**config.mk**
```make
export PLATFORM = sky130hd
export DESIGN_NAME = fractal_sync_tx_mc_flat
export DESIGN_NICKNAME = d
export VERILOG_FILES = /design/src/rtl/fractal_sync_tx_mc_if.sv /design/src/rtl/fractal_sync_tx_mc.sv /design/src/flat_wrapper.sv
export SDC_FILE = /design/constraint.sdc
export NUM_CORES = 1
export LEC_CHECK = 0
export CORE_AREA = 2 2 55 57
export DETAILED_ROUTE_END_ITERATION = 16
export DIE_AREA = 0 0 57 59
export PLACE_DENSITY = 0.86
export SLEW_MARGIN = 20
export SYNTH_ARGS = -nofsm -noshare
export SYNTH_HDL_FRONTEND = slang
export SYNTH_SLANG_ARGS = --single-unit
```
**constraint.sdc**
```tcl
create_clock -name clk_i -period 4.4 [get_ports clk_i]
set_input_delay 1.1 -clock clk_i [delete_from_list [all_inputs] [get_ports clk_i]]
set_output_delay 1.1 -clock clk_i [all_outputs]
set_load 0.03 [all_outputs]
```
**src/rtl/fractal_sync_tx_mc_if.sv**
```systemverilog
// Bundle of response-input, pop/clear control and per-channel head/status signals
// for the multi-channel fractal sync transmit stage.
interface fractal_sync_tx_mc_if #(
   parameter int unsigned N_CH       = 2,
   parameter int unsigned DST_W      = 4,
   parameter int unsigned FIFO_DEPTH = 2
);
   localparam int unsigned ODW   = DST_W - N_CH;
   localparam int unsigned CNT_W = $clog2(FIFO_DEPTH + 1);

   logic                    rsp_wake_i;
   logic                    rsp_error_i;
   logic [DST_W-1:0]        rsp_dst_i;
   logic [N_CH-1:0]         pop_i;
   logic                    clear_i;
   logic [N_CH-1:0]         empty_o;
   logic [N_CH-1:0]         wake_o;
   logic [N_CH-1:0]         error_o;
   logic [N_CH*ODW-1:0]     dst_o;
   logic [N_CH*CNT_W-1:0]   level_o;
   logic [N_CH-1:0]         overflow_o;
   logic [N_CH-1:0]         underflow_o;
   logic                    err_sticky_o;

   modport master (
      output rsp_wake_i, rsp_error_i, rsp_dst_i, pop_i, clear_i,
      input  empty_o, wake_o, error_o, dst_o, level_o, overflow_o, underflow_o, err_sticky_o
   );

   modport slave (
      input  rsp_wake_i, rsp_error_i, rsp_dst_i, pop_i, clear_i,
      output empty_o, wake_o, error_o, dst_o, level_o, overflow_o, underflow_o, err_sticky_o
   );
endinterface

```
**src/rtl/fractal_sync_tx_mc.sv**
```systemverilog
// Multi-channel fractal sync transmit stage: decodes one-hot dst bits, pushes the
// next-level response into per-channel FIFOs and tracks occupancy and errors.
module fractal_sync_tx_mc #(
   parameter int unsigned N_CH       = 2,
   parameter int unsigned DST_W      = 4,
   parameter int unsigned FIFO_DEPTH = 2,
   parameter int unsigned COMB_IN    = 0
) (
   input logic                clk_i,
   input logic                rst_ni,
   fractal_sync_tx_mc_if.slave bus
);
   localparam int unsigned ODW   = DST_W - N_CH;
   localparam int unsigned CNT_W = $clog2(FIFO_DEPTH + 1);
   localparam int unsigned PTR_W = (FIFO_DEPTH > 1) ? $clog2(FIFO_DEPTH) : 1;
   localparam int unsigned EW    = ODW + 2;

   logic [N_CH-1:0] push_d;
   logic [N_CH-1:0] push;
   logic [EW-1:0]   elem;

   logic [N_CH-1:0]       ovf;
   logic [N_CH-1:0]       unf;
   logic [N_CH-1:0]       empty_v;
   logic [N_CH-1:0]       wake_v;
   logic [N_CH-1:0]       err_v;
   logic [N_CH*ODW-1:0]   dst_v;
   logic [N_CH*CNT_W-1:0] level_v;
   logic                  err_q;

   assign push_d = bus.rsp_dst_i[N_CH-1:0] & {N_CH{bus.rsp_wake_i}};

   // Input stage: pass-through or one register slice (payload only loads on wake)
   generate
      if (COMB_IN != 0) begin : g_comb_in
         assign push = push_d;
         assign elem = {bus.rsp_wake_i, bus.rsp_error_i, bus.rsp_dst_i[DST_W-1:N_CH]};
      end else begin : g_reg_in
         logic [EW-1:0]   elem_q;
         logic [N_CH-1:0] push_q;

         always_ff @(posedge clk_i or negedge rst_ni) begin
            if (!rst_ni) begin
               elem_q <= '0;
               push_q <= '0;
            end else begin
               push_q <= push_d;
               if (bus.rsp_wake_i) begin
                  elem_q <= {bus.rsp_wake_i, bus.rsp_error_i, bus.rsp_dst_i[DST_W-1:N_CH]};
               end
            end
         end

         assign push = push_q;
         assign elem = elem_q;
      end
   endgenerate

   generate
      for (genvar c = 0; c < int'(N_CH); c++) begin : g_ch
         logic [EW-1:0]    mem [FIFO_DEPTH];
         logic [PTR_W-1:0] wr_ptr_q;
         logic [PTR_W-1:0] rd_ptr_q;
         logic [CNT_W-1:0] level_q;
         logic             empty;
         logic             full;
         logic             push_ok;
         logic             pop_ok;
         logic [EW-1:0]    head;

         assign empty   = (level_q == '0);
         assign full    = (level_q == CNT_W'(FIFO_DEPTH));
         // A pop frees the slot in the same edge, so a full FIFO still accepts push+pop
         assign push_ok = push[c] & (~full | bus.pop_i[c]);
         assign pop_ok  = bus.pop_i[c] & ~empty;
         assign ovf[c]  = push[c] & full & ~bus.pop_i[c];
         assign unf[c]  = bus.pop_i[c] & empty;

         always_ff @(posedge clk_i) begin
            if (push_ok) begin
               mem[wr_ptr_q] <= elem;
            end
         end

         always_ff @(posedge clk_i or negedge rst_ni) begin
            if (!rst_ni) begin
               wr_ptr_q <= '0;
               rd_ptr_q <= '0;
               level_q  <= '0;
            end else begin
               if (push_ok) begin
                  wr_ptr_q <= (wr_ptr_q == PTR_W'(FIFO_DEPTH - 1)) ? '0 : wr_ptr_q + PTR_W'(1);
               end
               if (pop_ok) begin
                  rd_ptr_q <= (rd_ptr_q == PTR_W'(FIFO_DEPTH - 1)) ? '0 : rd_ptr_q + PTR_W'(1);
               end
               case ({push_ok, pop_ok})
                  2'b10:   level_q <= level_q + CNT_W'(1);
                  2'b01:   level_q <= level_q - CNT_W'(1);
                  default: level_q <= level_q;
               endcase
            end
         end

         assign head = empty ? '0 : mem[rd_ptr_q];

         assign empty_v[c]                 = empty;
         assign wake_v[c]                  = head[EW-1];
         assign err_v[c]                   = head[EW-2];
         assign dst_v[c*ODW +: ODW]        = head[ODW-1:0];
         assign level_v[c*CNT_W +: CNT_W]  = level_q;
      end
   endgenerate

   // Sticky error summary; a new event outranks a same-cycle clear
   always_ff @(posedge clk_i or negedge rst_ni) begin
      if (!rst_ni) begin
         err_q <= 1'b0;
      end else if ((|ovf) || (|unf)) begin
         err_q <= 1'b1;
      end else if (bus.clear_i) begin
         err_q <= 1'b0;
      end
   end

   assign bus.empty_o      = empty_v;
   assign bus.wake_o       = wake_v;
   assign bus.error_o      = err_v;
   assign bus.dst_o        = dst_v;
   assign bus.level_o      = level_v;
   assign bus.overflow_o   = ovf;
   assign bus.underflow_o  = unf;
   assign bus.err_sticky_o = err_q;
endmodule

```
**src/flat_wrapper.sv**
```systemverilog
// flat-port wrapper written by rule: the top's interface ports become plain ports
module fractal_sync_tx_mc_flat 
#(
   parameter int unsigned N_CH       = 2,
   parameter int unsigned DST_W      = 4,
   parameter int unsigned FIFO_DEPTH = 2,
   parameter int unsigned COMB_IN    = 0
)
  (clk_i, rst_ni, bus_rsp_wake_i, bus_rsp_error_i, bus_rsp_dst_i, bus_pop_i, bus_clear_i, bus_empty_o, bus_wake_o, bus_error_o, bus_dst_o, bus_level_o, bus_overflow_o, bus_underflow_o, bus_err_sticky_o);
  fractal_sync_tx_mc_if #(.N_CH(N_CH), .DST_W(DST_W), .FIFO_DEPTH(FIFO_DEPTH)) bus_i ();
  input logic clk_i;
  input logic rst_ni;
  input wire logic [$bits(bus_i.rsp_wake_i)-1:0] bus_rsp_wake_i;
  input wire logic [$bits(bus_i.rsp_error_i)-1:0] bus_rsp_error_i;
  input wire logic [$bits(bus_i.rsp_dst_i)-1:0] bus_rsp_dst_i;
  input wire logic [$bits(bus_i.pop_i)-1:0] bus_pop_i;
  input wire logic [$bits(bus_i.clear_i)-1:0] bus_clear_i;
  output wire logic [$bits(bus_i.empty_o)-1:0] bus_empty_o;
  output wire logic [$bits(bus_i.wake_o)-1:0] bus_wake_o;
  output wire logic [$bits(bus_i.error_o)-1:0] bus_error_o;
  output wire logic [$bits(bus_i.dst_o)-1:0] bus_dst_o;
  output wire logic [$bits(bus_i.level_o)-1:0] bus_level_o;
  output wire logic [$bits(bus_i.overflow_o)-1:0] bus_overflow_o;
  output wire logic [$bits(bus_i.underflow_o)-1:0] bus_underflow_o;
  output wire logic [$bits(bus_i.err_sticky_o)-1:0] bus_err_sticky_o;
  assign bus_i.rsp_wake_i = bus_rsp_wake_i;
  assign bus_i.rsp_error_i = bus_rsp_error_i;
  assign bus_i.rsp_dst_i = bus_rsp_dst_i;
  assign bus_i.pop_i = bus_pop_i;
  assign bus_i.clear_i = bus_clear_i;
  assign bus_empty_o = bus_i.empty_o;
  assign bus_wake_o = bus_i.wake_o;
  assign bus_error_o = bus_i.error_o;
  assign bus_dst_o = bus_i.dst_o;
  assign bus_level_o = bus_i.level_o;
  assign bus_overflow_o = bus_i.overflow_o;
  assign bus_underflow_o = bus_i.underflow_o;
  assign bus_err_sticky_o = bus_i.err_sticky_o;
  fractal_sync_tx_mc #(.N_CH(N_CH), .DST_W(DST_W), .FIFO_DEPTH(FIFO_DEPTH), .COMB_IN(COMB_IN)) u_core (.clk_i(clk_i), .rst_ni(rst_ni), .bus(bus_i));
endmodule
```
==> run_results.csv <==
group,metric,value,unit
run_status,status,"finished, final reports clean",
logic_synthesis,synth_commonest_cells,"edfxtp_1, dfrtp_1, nor2_1",
logic_synthesis,synth_top_area_share,37.5,%
global_route,grt_start_max_net_pins,16,
power,total_power,1120,µW
cells_and_area,n_fill_cell,224,
global_route,antenna_found_initial,0,
logic_synthesis,ys_ff_latch,31,
power,p_per_area,680,mW/mm²
die,die-height,59,µm
routing,wl_per_cell,13.3,µm
timing,skew,5.22,ps
cells_and_area,syn2layout_area_growth,28.1,%
global_route,grt_pass1_vias,763,
clocking,clk_latency,320,ps
timing,slew_violations,0,
clocking,cts.hold.buffers_added,0,
logic_synthesis,synth_edf_count,16,
cells_and_area,multi_input_area,392,µm²
routing,via_per_inst,4.94,
global_route,globalRouteOverflowTotal,0,
setup_path,cp.required,3300,ps
logic_synthesis,synth_ff_type,"edfxtp_1",
timing,slew_headroom,54.8,%
timing,fin_crit_sh,90.3,%
logic_synthesis,netlist_instances,92,
placement,dp_hpwl,1580,µm
routing,ant_nets,0,
global_route,use_met3,7.42,%
logic_synthesis,synth.distinct_cells,25,
routing,wl,2080,µm
power,leakage,0.000640,µW
die,core,0.00271,mm²
routing,drcViolationCount,0,
setup_path,crit_type,"primary input to output pin",
logic_synthesis,yosysTopAreaCell,"edfxtp_1",
die,die_area,0.00336,mm²
setup_path,cp.arrival,2870,ps
cells_and_area,nets,137,
placement,gp_congestion,0.713,
die,fp.dieW,57,µm
timing,rsz0062_at_grt,"no",
power,peakVddDrop,0.468,mV
timing,setup_viol,0,
power,p_sw,445,µW
job,cap_violations,0,
clocking,numCtsBuffers,5,
global_route,top_usage_layer,"met2",
die,start_util,47.3,%
clocking,clockRootBuffer,"clkbuf_4",
timing,setup_tns,0,ps
global_route,grt_util_met2,23.8,%
cells_and_area,final_layout_size_suffix_gt1_share,12.0,%
power,p_comb_share,46.8,%
power,power_frac_seq,39.4,%
placement,port_buffers,29,
logic_synthesis,yosysWarnings,0,
timing,hold_viol,0,
die,pin_count,30,
clocking,clock_path_buffers,2,
die,std_cell_rows,19,
clocking,cts_setup_buffers,0,
setup_path,r2r_slack,2670,ps
timing,clock.fmax,0.252,GHz
logic_synthesis,synth.avg_cell_area,13.9,µm²
logic_synthesis,synth_most_common_cell,"edfxtp_1",
logic_synthesis,ys_async_sr_fraction,48.4,%
clocking,numClockSinks,31,
logic_synthesis,synth_area_leaders,"edfxtp_1, dfrtp_1, mux2i_1",
routing,drtIter0Drc,26,
setup_path,start_kind,"primary input",
global_route,grt_pass1_wl,3370,µm
power,clock_power_share,13.8,%
logic_synthesis,netlist_area,0.00128,mm²
power,power.internal,672,µW
clocking,cts.repair.resized,0,
clocking,cts.clk_slew.worst_paths,90,ps
timing,worst_pin_slew,676,ps
min_path,hold_class,"register to register",
logic_synthesis,yosysSeqAreaShare,66.8,%
logic_synthesis,syn_nets,105,
power,switching_share,39.8,%
setup_path,worst-path-max-fanout,3,
routing,vias,770,
global_route,track_usage,14.0,%
setup_path,crit_path_end_kind,"output pin",
cells_and_area,post-route-util,60.6,%
global_route,met1_usage,14.9,%
timing,min_period,3970,ps
clocking,h-tree-depth,2,
routing,firstDrtPassIters,2,
clocking,tritoncts,"yes",
cells_and_area,num_antenna_cells,0,
cells_and_area,seqCellArea,856,µm²
==> final timing paths <==
path,to,depth (start not counted),start
setup reg to reg,u_core.g_ch[1].level_q[1],5,u_core.g_ch[1].level_q[0]
hold reg to reg,u_core.g_ch[0].wr_ptr_q,1,u_core.g_ch[0].wr_ptr_q
setup / recovery,bus_overflow_o[0],4,bus_pop_i[0]
hold / removal,u_core.g_ch[0].wr_ptr_q,1,u_core.g_ch[0].wr_ptr_q
min in group asynchronous,u_core.elem[1],1,rst_ni
max in group asynchronous,u_core.bus.err_sticky_o,1,rst_ni
==> critical path: stages <==
cell,delay (ps)
clkdlybuf4s50_1,430
or3b_2,500
nor2_1,150
clkdlybuf4s50_1,700
==> through the flow <==
step	hold WS (ps)	area (µm²)	instances	worst slack (ps)
6_report	500	1640	156	427
5_1_grt	532	1640	156	368
4_1_cts	508	1640	156	422
3_5_place_dp	490	1590	148	426
3_3_place_gp	487	1590	148	455
2_1_floorplan	461	1280	92	1290
==> kinds of logic after synthesis <==
family | synth area share, %
buffers and inverters | 2.64
AOI/OAI and AO/OA | 1.07
muxes | 8.89
DFF | 66.8
adders and majority gates | 1.95
and+or+nand+nor | 11.8
xor gates and xnor gates | 6.84
==> state kept, by name, summed over array words and instances (netlist names) <==
register and flops:
u_core.elem 4, u_core.g_reg_in.push_q 2, u_core.bus.err_sticky_o 1, u_core.g_ch.wr_ptr_q 2
u_core.g_ch.level_q 4, u_core.g_ch.mem 16, u_core.g_ch.rd_ptr_q 2
==> final cells by class <==
class                      instances  area share [%]
multi-input combinational         54            23.9
clock buffer                       6            2.52
tap                               31            2.36
clock inverter                     2           0.762
timing repair buffer              29            17.7
inverter                           3           0.686
sequential                        31            52.1
==> cells in the final DEF, fill, tap and decap left out, types with 2 or more instances in the layout <==
cell / instances
clkdlybuf4s50_1: 29
edfxtp_1: 16
nor2_1: 15
dfrtp_1: 15
mux2i_1: 8
xnor2_1: 6
clkbuf_4: 5
xor2_1: 4
and2_1: 3
inv_1: 3
mux2_2: 3
ha_1: 2
==> power groups by stage <==
stage                     Sequential (µW)  Clock [µW]  Combinational, µW
after floorplan                       465           0                319
after detailed placement              445           0                528
final                                 440         154                523
after global placement                442           0                518
after CTS                             441         158                529
after global routing                  450         172                559
==> routing by layer <==
layer	wire length [µm]	up-vias
met5	0	-
met4	6	0
met3	112	2
met2	1120	19
met1	844	373
li1	-	376
(Power assumes the default switching activity.)
